===== config.mk =====
export PLATFORM = sky130hd
export DESIGN_NAME = word_unpacker
export DESIGN_NICKNAME = d
export VERILOG_FILES = /design/src/rtl/word_unpacker.sv
export SDC_FILE = /design/constraint.sdc
export NUM_CORES = 1
export LEC_CHECK = 0
export CORE_ASPECT_RATIO = 1.75
export CORE_MARGIN = 2
export CORE_UTILIZATION = 53
export DETAILED_ROUTE_END_ITERATION = 10
export GPL_ROUTABILITY_DRIVEN = 0
export MAX_ROUTING_LAYER = met4
export PLACE_DENSITY_LB_ADDON = 0.2
export SYNTH_ARGS = -nofsm -noshare
export SYNTH_HDL_FRONTEND = slang
export SYNTH_SLANG_ARGS = --single-unit

===== constraint.sdc =====
create_clock -name clk -period 3.7 [get_ports clk]
set_clock_uncertainty 0.15 [all_clocks]
set_input_delay 0.74 -clock clk [delete_from_list [all_inputs] [get_ports clk]]
set_output_delay 0.74 -clock clk [all_outputs]
set_load 0.02 [all_outputs]

===== src/rtl/word_unpacker.sv =====
// word_unpacker
//   Fetches words from a file ROM one request at a time and streams each word
//   to a byte-wide valid/ready consumer, most significant byte first.
//
//   Parameter
//     WORD_BYTES  bytes per ROM word (default 8)
//   Ports
//     clk         rising-edge clock
//     rst         asynchronous active-high reset
//     start       one-cycle pulse: begin streaming a file (accepted in IDLE/DONE)
//     cs          one-cycle word request to the ROM
//     valid       ROM word strobe (only honoured while waiting for a word)
//     data_out    ROM word, 8*WORD_BYTES bits
//     eof         marks the file's final word, qualified by valid
//     byte_data   current byte to the downstream engine
//     byte_valid  byte_data is valid
//     byte_ready  downstream accepts the byte when high together with byte_valid
//     byte_last   final byte of the file
//     done        high after the last byte transfers, until the next start
//     byte_count  (only with WORD_UNPACKER_BYTE_COUNT_EN) running transfer count
//
//   Optional feature macro: WORD_UNPACKER_BYTE_COUNT_EN
module word_unpacker #(
  parameter int unsigned WORD_BYTES = 8
) (
  input  logic                    clk,
  input  logic                    rst,
  input  logic                    start,
  output logic                    cs,
  input  logic                    valid,
  input  logic [8*WORD_BYTES-1:0] data_out,
  input  logic                    eof,
  output logic [7:0]              byte_data,
  output logic                    byte_valid,
  input  logic                    byte_ready,
  output logic                    byte_last,
  output logic                    done
`ifdef WORD_UNPACKER_BYTE_COUNT_EN
  ,
  output logic [31:0]             byte_count
`endif
);

  localparam int unsigned IDX_W = (WORD_BYTES > 1) ? $clog2(WORD_BYTES) : 1;
  localparam logic [IDX_W-1:0] LAST_IDX = IDX_W'(WORD_BYTES - 1);

  typedef enum logic [2:0] {
    IDLE,
    REQ,
    WAIT,
    DRAIN,
    DONE
  } state_t;

  state_t                  state, state_nxt;
  logic [8*WORD_BYTES-1:0] buffer;
  logic [IDX_W-1:0]        index;
  logic                    last_word;

  logic                    accept_start;
  logic                    load;
  logic                    xfer;
  logic [7:0]              sel_byte;

  assign accept_start = start && ((state == IDLE) || (state == DONE));
  assign load         = (state == WAIT) && valid;
  assign xfer         = (state == DRAIN) && byte_ready;

  always_comb begin
    state_nxt = state;
    case (state)
      IDLE:    if (start) state_nxt = REQ;
      REQ:     state_nxt = WAIT;
      WAIT:    if (valid) state_nxt = DRAIN;
      DRAIN:   if (byte_ready && (index == LAST_IDX))
                 state_nxt = last_word ? DONE : REQ;
      DONE:    if (start) state_nxt = REQ;
      default: state_nxt = IDLE;
    endcase
  end

  always_ff @(posedge clk or posedge rst) begin
    if (rst) begin
      state     <= IDLE;
      buffer    <= '0;
      index     <= '0;
      last_word <= 1'b0;
    end else begin
      state <= state_nxt;
      if (accept_start) begin
        buffer    <= '0;
        index     <= '0;
        last_word <= 1'b0;
      end else if (load) begin
        buffer    <= data_out;
        last_word <= eof;
        index     <= '0;
      end else if (xfer && (index != LAST_IDX)) begin
        index <= index + 1'b1;
      end
    end
  end

  // Byte 0 sits in the top byte lane of the buffer.
  always_comb begin
    sel_byte = '0;
    for (int unsigned i = 0; i < WORD_BYTES; i++) begin
      if (index == IDX_W'(i))
        sel_byte = buffer[8*(WORD_BYTES-1-i) +: 8];
    end
  end

  // Outputs decode straight from registered state so reset clears them at once.
  assign cs         = (state == REQ);
  assign byte_valid = (state == DRAIN);
  assign byte_data  = (state == DRAIN) ? sel_byte : 8'h00;
  assign byte_last  = (state == DRAIN) && last_word && (index == LAST_IDX);
  assign done       = (state == DONE);

`ifdef WORD_UNPACKER_BYTE_COUNT_EN
  always_ff @(posedge clk or posedge rst) begin
    if (rst)
      byte_count <= '0;
    else if (accept_start)
      byte_count <= '0;
    else if (xfer)
      byte_count <= byte_count + 32'd1;
  end
`endif

endmodule


---- Yosys cells after proc, flatten, opt, wreduce, memory -nomap -nowiden ----
Cells that the tools add are included.
word-level totals
  RAM bits ................................ 0
  output and inout port bits .............. 12
  logic and storage cells ................. 55
  memories kept ........................... 0
  bits in latches ......................... 0
  register bits after elaboration ......... 71
  memory bits (read-only) ................. 0
cells by class
  reductions and logical operators ........ 14
  add/subtract/negate cells ............... 1
  div/mod/pow operators ................... 0
  shifts and indexed selects .............. 0
  bitwise logic cells ..................... 0
  mux-type cells .......................... 21
  magnitude comparators ................... 0
  eq/ne operators ......................... 15
  multiply operators ...................... 0
operators by type and width
  kind                 count
  $mux 64              2
  $mux 8               9
  $mux 3               7
  $eq 3x3->1 const B   5
  $eq 3x2->1 const B   4
  $pmux 3 s4           1
  $logic_and 1x1->1    7
  $eq 3x1->1 const B   2
  $logic_not 3->1      2
  $ne 2x1->1 const B   2
  $add 3x1->3 const B  1
  $ne 3x3->1 const B   1
  $reduce_and 3->1     1
  $reduce_bool 3->1    1
  $mux 1               2
  $ne 2x2->1 const B   1
  $reduce_bool 2->1    1
  $reduce_or 2->1      1
  $logic_or 1x1->1     1

---- Longest topological paths before layout ----
Gate-level depths: netlist (run 1).
  depth in word-level cells ............... 10
  mapped depth ............................ 8
  gate-level depth less buffers ........... 6

---- Least setup slack after synthesis (run 1) ----
Ideal clock, no wire load.
  path type ............................... reg-to-output
  from .................................... register index[0]
  to ...................................... output byte_data[7]
  setup slack ............................. 0.584 ns
  data required time ...................... 2.810 ns
  arrival time ............................ 2.226 ns
  stages on the path, launching flop included .. 7
  path buffers ............................ 1
  path through ............................ dfrtp_1 -> ha_1 -> ha_1 -> buf_2 -> nor2_1 -> a311oi_1 -> a2111oi_1
on the way
  word-level cells in the longest chain between the ends .. 10
  elaborated cells between the ends (all ways) .. 17
  classes of those cells .................. 7 x eq/ne; 9 x mux; 1 x reduce/logical
RTL lines
  element                 RTL line  text
  start, declared         57        logic [IDX_W-1:0] index;
  start signal, assigned  99        index <= index + 1'b1;
  $logic_not 3->1         108       if (index == IDX_W'(i))
  $mux 8 (7 in a row)     108
  $mux 8 *                108
  $mux 8 *                116       assign byte_data = (state == DRAIN) ? sel_byte : 8'h00;
  end, declared           33        output logic [7:0] byte_data,
Every way passes the cells marked *; elsewhere a longest branch is shown, timed or not.

---- Worst setup path after layout (run 1) ----
  from .................................... register index[0]
  to ...................................... output byte_data[2]
The elaborated chain is that of the path after synthesis.

==> results of run 1 <==
worst min-delay path by stage:
stage	end	slack (ns)	cells after the start	start
after CTS	buffer[45]	0.35	1	buffer[45]
after floorplan	buffer[41]	0.31	1	buffer[41]
final	buffer[45]	0.35	1	buffer[45]
after global routing	buffer[40]	0.36	1	buffer[40]
after detailed placement	buffer[30]	0.33	1	buffer[30]
after global placement	buffer[45]	0.33	1	buffer[45]
through the flow:
stage	power (uW)	cells	setup slack, ns
finish	3758	453	0.1015
global route	3987	453	0.01803
CTS	3774	453	0.01758
detailed placement	3195	440	0.2285
global placement	3137	440	0.3545
floorplan	2545	294	0.5835
cell type report:
class                      count  area [sq um]  share of cell area [%]
clock buffer                  11         131.4                   2.994
clock inverter                 2         35.03                  0.7984
inverter                      16         60.06                   1.369
multi-input combinational    183          1390                   31.68
sequential                    71          1778                   40.52
tap                           80         100.1                   2.281
timing repair buffer          90         893.4                   20.36
worst max-delay path, cell delays in order, from the launching register on:
cell and delay [ns]:
dfrtp_2 0.42, inv_1 0.08, ha_1 0.25, nor2b_1 0.16
buf_4 0.16, a221o_1 0.29, a311oi_1 0.25, and3b_1 0.21
clkdlybuf4s50_1 0.53
state kept, by name (all words and copies together), names as in the netlist:
| register | cells |
|---|---|
| index | 3 |
| last_word | 1 |
| buffer | 64 |
| state | 3 |
power by group through the flow:
stage	clock network, uW	logic [uW]	registers [uW]
6_report	562	1790	1400
5_1_grt	601	1940	1440
4_1_cts	562	1810	1400
3_5_place_dp	0	1800	1400
3_3_place_gp	0	1730	1400
2_1_floorplan	0	1260	1290
kinds of logic (layout without fill, tap and decap cells):
family / Yosys count / in the layout
flip-flops: 71 / 71
adder cells (fa/ha/maj): 6 / 6
AO/OA/AOI/OAI: 118 / 118
XOR/XNOR: 1 / 1
multiplexers: 1 / 1
buffers and inverters: 40 / 119
AND/OR/NAND/NOR: 57 / 57
layer usage:
layer / vias up / global-route usage [%]
li1: 1274 / -
met1: 1344 / 29.92
met2: 100 / 44.87
met3: 26 / 4.541
met4: 0 / 15.81
met5: - / -
placed cells by master, fill, tap and decap left out, types with 2 or more instances in the layout:
cell type	instances
and3_1	2
clkbuf_8	9
o22ai_1	8
a221o_1	8
a21oi_1	6
inv_1	15
clkdlybuf4s50_1	75
nor2b_1	2
dfrtp_1	70
o21ai_0	9
dlymetal6s2s_1	6
a211oi_1	2
buf_4	9
o211ai_1	6
nor2_1	10
and2_1	2
a22o_1	66
nand2b_1	9
clkbuf_1	2
and3b_1	6
a311oi_1	8
nand2_1	19
ha_1	5
==> summary.md, run 1 <==
| Metric | Value |
|---|---|
| Met2 wire length | `4.355 mm` |
| Clock network power share | `15.0%` |
| Fmax achieved | `0.2779 GHz` |
| Status | `completed` |
| Clk sink count | `71` |
| GRT overflow | `0` |
| Largest family of logic cells by synthesized area | `compound AO/OA/AOI/OAI gates` |
| Synthesized area | `3357 sq um` |
| Post-Syn Nets | `370` |
| Fill count | `484` |
| Nature of the critical path endpoint | `primary output` |
| Post-Synthesis Cells | `294` |
| Design area | `4388 sq um` |
| Via count | `2744` |
| Post-CTS setup buffer count | `0` |
| Reg2reg end | `buffer[12]` |
| Layout Utilization | `70.99%` |
| DRT Pass-1 Iters | `4` |
| Die Y | `109.3 um` |
| RSZ-0062 raised after global routing | `false` |
| Worst flop-to-flop path startpoint | `state[1]` |
| Number of synthesized flops with an enable pin | `0` |
| Mux contribution to synthesized area | `0.2982%` |
| Asr flop ratio synth | `100.0%` |
| Total CTS buffers | `9` |
| Cts hold-fix bufs | `0` |
| Avg WL per Cell | `18.42 um` |
| Post-route ant nets | `0` |
| Worst min path class | `flip-flop to flip-flop` |
| Final net count | `447` |
| Post-route minimum period | `3.598 ns` |
| Worst Path Max Fanout | `7` |
| Simple-Gate Fraction of Synth Area | `9.653%` |
| Clock Path Buffers | `2` |
| Switching power share of the total | `37.76%` |
| Top sig layer | `met4` |
| Post-cts resize count | `3` |
| Worst EP arrival | `2.71 ns` |
| DRC viols | `0` |
| Clock Latency Late Sink | `0.36 ns` |
| Synthesis-to-layout area growth | `30.71%` |
| Top post-synthesis cells by count | `71 x dfrtp_1, 66 x a22o_1, 19 x nand2_1, 16 x inv_1, 15 x buf_2` |
| Starting Density | `54.31%` |
| Seq/Total Area, Yosys | `52.93%` |
| Worst Hold Slack | `0.3524 ns` |
| WL met3 | `365 um` |
| Share of layout cells above drive strength 1 | `7.239%` |
| Synth Area in Compound Gates | `28.59%` |
| Slew margin rel. | `28.98%` |
| Metal1 wirelength | `3.307 mm` |
| GRT Util Overall | `26.80%` |
| Post-DP HPWL | `6.133 mm` |
| # port buffers | `81` |
| Period utilization | `97.26%` |
| NetSw | `1419 uW` |
| CP Launch Type | `flip-flop` |
| Setup TNS Final | `0 ns` |
| Netlist cell types | `36` |
| CTS Root Buffer Type | `clkbuf_8` |
| Pwr dens | `856.4 nW/um^2` |
| Final Max Tran Viols | `0` |
| DP Area | `4193 sq um` |
| H-tree levels | `3` |
| Internal power | `2339 uW` |
| Initial antenna violation count | `0` |
| Num ports | `82` |
| Largest net degree at the start of global routing | `58` |
| Final Hold Vio Count | `0` |
| Area leader, netlist | `dfrtp_1` |
| Max_cap viols | `0` |
| Crit path from | `index[0]` |
| Top cells by area, synth | `dfrtp_1 53%, a22o_1 17%, a221o_1 2.4%, buf_2 2.2%, ha_1 2.2%` |
| WS Path Type | `flip-flop to primary output` |
| Diodes inserted | `0` |
| Site row count | `38` |
| Static Leak | `0.002064 uW` |
| Synth Flop Type | `dfrtp_1` |
| Warnings, synthesis | `0` |
| DRT iter0 DRCs | `213` |
| Reg2Reg Depth | `4` |
| Count leader, synth | `dfrtp_1` |
| DRT Wirelength | `8.343 mm` |
| Syn avg cell area | `11.42 sq um` |
| Adder-Cell Fraction of Synth Area | `2.236%` |
| Die ar. | `7011 sq um` |
| Vias/cell | `6.057` |
| Setup-failing EPs final | `0` |
| Worst path required time | `2.81 ns` |
| Number of global-route vias before repair | `2766` |
| Register bit total from synthesis | `71` |
| Maximum VDD drop | `0.4104 mV` |
| Reg power frac | `37.3%` |
| First-pass GRT wire length | `13.42 mm` |
| Die width | `64.16 um` |
| Clock Pin Slew Worst Setup and Hold Paths | `0.06 ns` |
| Reg2reg setup slack | `1.65 ns` |
| Combinational share of power | `47.7%` |
| Core area | `6181 sq um` |
| Top cell type's share of synthesized area | `52.93%` |
| Worst-Margin Slew | `1.065 ns` |
| CTS tree | `yes` |
| XOR/XNOR Fraction of Synth Area | `0.2609%` |
| CP endpoint | `byte_data[2]` |
(Power assumes the default switching activity.)
==> run 2: changes to the inputs <==
RECOVER_POWER = 100   (was default)
==> run 2 against run 1 <==
The flow now finishes with violations (capacitance limit, slew limit). Clock-buffer cell count stayed put. Critical path depth did not move. Routed wire length down 0.12%. Worst setup slack got worse by 0.0028 ns. Cell count is the same. Clock power hardly changed. Fmax about the same. Die area unchanged. Register-to-register slack got worse by 0.62 ns. Sequential share of layout area is 0.66 points higher. Sequential cell count is the same. Design area is 1.6% lower. Highest routed layer unchanged.
==> summary.md, run 2 (same netlist as run 1, synthesis figures left out) <==
| Metric | Value |
|---|---|
| Number of global-route vias before repair | `2766` |
| Critical Path Stages | `8` |
| Met2 Usage GRT | `44.87%` |
| Avg WL per Cell | `18.40 um` |
| Met1 usage | `29.92%` |
| Most frequent cells in the layout | `70 x dfrtp_1, 70 x clkdlybuf4s50_1, 66 x a22o_1` |
| Fill count | `497` |
| GRT overflow | `0` |
| First-pass GRT wire length | `13.42 mm` |
| Biggest regs | `buffer x64, index x3, state x3` |
| # port buffers | `81` |
| Setup TNS Final | `0 ns` |
| Reg2reg setup slack | `1.03 ns` |
| Starting Density | `54.31%` |
| CP Launch Type | `flip-flop` |
| Nature of the critical path endpoint | `primary output` |
| Slowest stage delay, CP | `0.53 ns` |
| Status | `finished, violations left` |
| Die Y | `109.3 um` |
| Clock Latency Late Sink | `0.36 ns` |
| Setup-failing EPs final | `0` |
| Vias/cell | `6.002` |
| Worst flop-to-flop path startpoint | `state[1]` |
| Core area | `6181 sq um` |
| Critical path cell sequence | `inv_1, ha_1, nor2b_1, buf_4, a221o_1, a311oi_1, and3b_1, clkdlybuf4s50_1` |
| Synthesis-to-layout area growth | `28.62%` |
| Site row count | `38` |
| Worst path required time | `2.81 ns` |
| RSZ-0062 raised after global routing | `false` |
| Reg2reg end | `buffer[55]` |
| DRT Pass-1 Iters | `5` |
| NetSw | `1409 uW` |
| Clock Path Buffers | `2` |
| Hold EP | `buffer[45]` |
| Clock Pin Slew Worst Setup and Hold Paths | `0.06 ns` |
| DRC viols | `0` |
| Worst EP arrival | `2.71 ns` |
| WS Path Type | `flip-flop to primary output` |
| Worst path bufs/invs | `3` |
| Slew margin rel. | `-28.68%` |
| CTS tree | `yes` |
| Reg2Reg Depth | `4` |
| Final Max Tran Viols | `58` |
| Worst Path Max Fanout | `7` |
| Initial antenna violation count | `0` |
| Maximum VDD drop | `0.4055 mV` |
| Largest net degree at the start of global routing | `58` |
| Fmax achieved | `0.2777 GHz` |
| Internal power | `2255 uW` |
| Worst Hold Depth | `1` |
| Switching power share of the total | `38.44%` |
| Worst-Margin Slew | `1.930 ns` |
| DRT iter0 DRCs | `202` |
| Post-CTS setup buffer count | `0` |
| Failing checks | `capacitance limit, slew limit` |
| Worst min path class | `flip-flop to flip-flop` |
| Final setup margin | `0.09870 ns` |
| Largest register FFs | `64` |
| Largest Register | `buffer` |
| CTS Root Buffer Type | `clkbuf_8` |
| Diodes inserted | `0` |
| Gr busiest metal | `met2` |
| CP delay by family, top | `buffers and inverters` |
| Worst Hold Slack | `0.3515 ns` |
| Static Leak | `0.001976 uW` |
| GRT Util Overall | `26.80%` |
| Pwr dens | `848.6 nW/um^2` |
| Via count | `2719` |
| Final Hold Vio Count | `0` |
| Num ports | `82` |
| Final net count | `447` |
| Die width | `64.16 um` |
| H-tree levels | `3` |
| Clk sink count | `71` |
| Slowest cell on the critical path | `clkdlybuf4s50_1` |
| Met3 Usage GRT | `4.541%` |
| Die ar. | `7011 sq um` |
| Post-route minimum period | `3.601 ns` |
| Clock network power share | `15.3%` |
| Reg power frac | `38.2%` |
| DRT Wirelength | `8.333 mm` |
| Pre-CTS setup slack | `0.2285 ns` |
| Max_cap viols | `1` |
| Combinational share of power | `46.5%` |
| Total CTS buffers | `9` |
| Post-route ant nets | `0` |
| HP Start | `buffer[45]` |
| Post-DP HPWL | `6.133 mm` |
| Period utilization | `97.33%` |
| Share of layout cells above drive strength 1 | `5.630%` |
-- run 2: area by class of cell --
type / count / area [sq um] / area share (%)
inverter: 16 / 60.06 / 1.391
timing repair buffer: 90 / 839.6 / 19.44
sequential: 71 / 1778 / 41.18
multi-input combinational: 183 / 1374 / 31.82
clock buffer: 11 / 131.4 / 3.043
tap: 80 / 100.1 / 2.318
clock inverter: 2 / 35.03 / 0.8114
-- run 2: how the worst max path moves through the flow --
| stage | to | startpoint |
|---|---|---|
| CTS | byte_data[7] | index[0] |
| global route | byte_data[2] | index[0] |
| floorplan | byte_data[7] | index[0] |
| detailed placement | byte_data[4] | index[1] |
| finish | byte_data[2] | index[0] |
| global placement | byte_data[1] | index[1] |
-- run 2: layer usage --
metal | wire length [um] | share of wire, % | vias to the layer above
met3 | 348 | 4.2 | 19
li1 | - | - | 1275
met4 | 265 | 3.2 | 0
met5 | 0 | 0 | -
met2 | 4448 | 53 | 88
met1 | 3270 | 39 | 1337
-- run 2: power groups by stage --
| stage | sequential [uW] | combinational (uW) | clock [uW] |
|---|---|---|---|
| floorplan | 1290 | 1260 | 0 |
| global placement | 1400 | 1730 | 0 |
| detailed placement | 1400 | 1800 | 0 |
| CTS | 1400 | 1810 | 562 |
| global route | 1440 | 1860 | 601 |
| finish | 1400 | 1700 | 559 |
-- run 2: per-stage QoR --
stage                     area (sq um)  utilization (%)  total power, uW  std cells
after global placement            4193            67.83             3137        440
after detailed placement          4193            67.83             3195        440
final                             4318            69.86             3664        453
after CTS                         4373            70.75             3774        453
after global routing              4318            69.86             3899        453
after floorplan                   3357                -             2545        294
-- run 2: timing repair --
action | in CTS | in global routing
hold buffers | 0 | 0
resized for setup | 3 | 6
endpoints found under the setup margin | 8 | 6
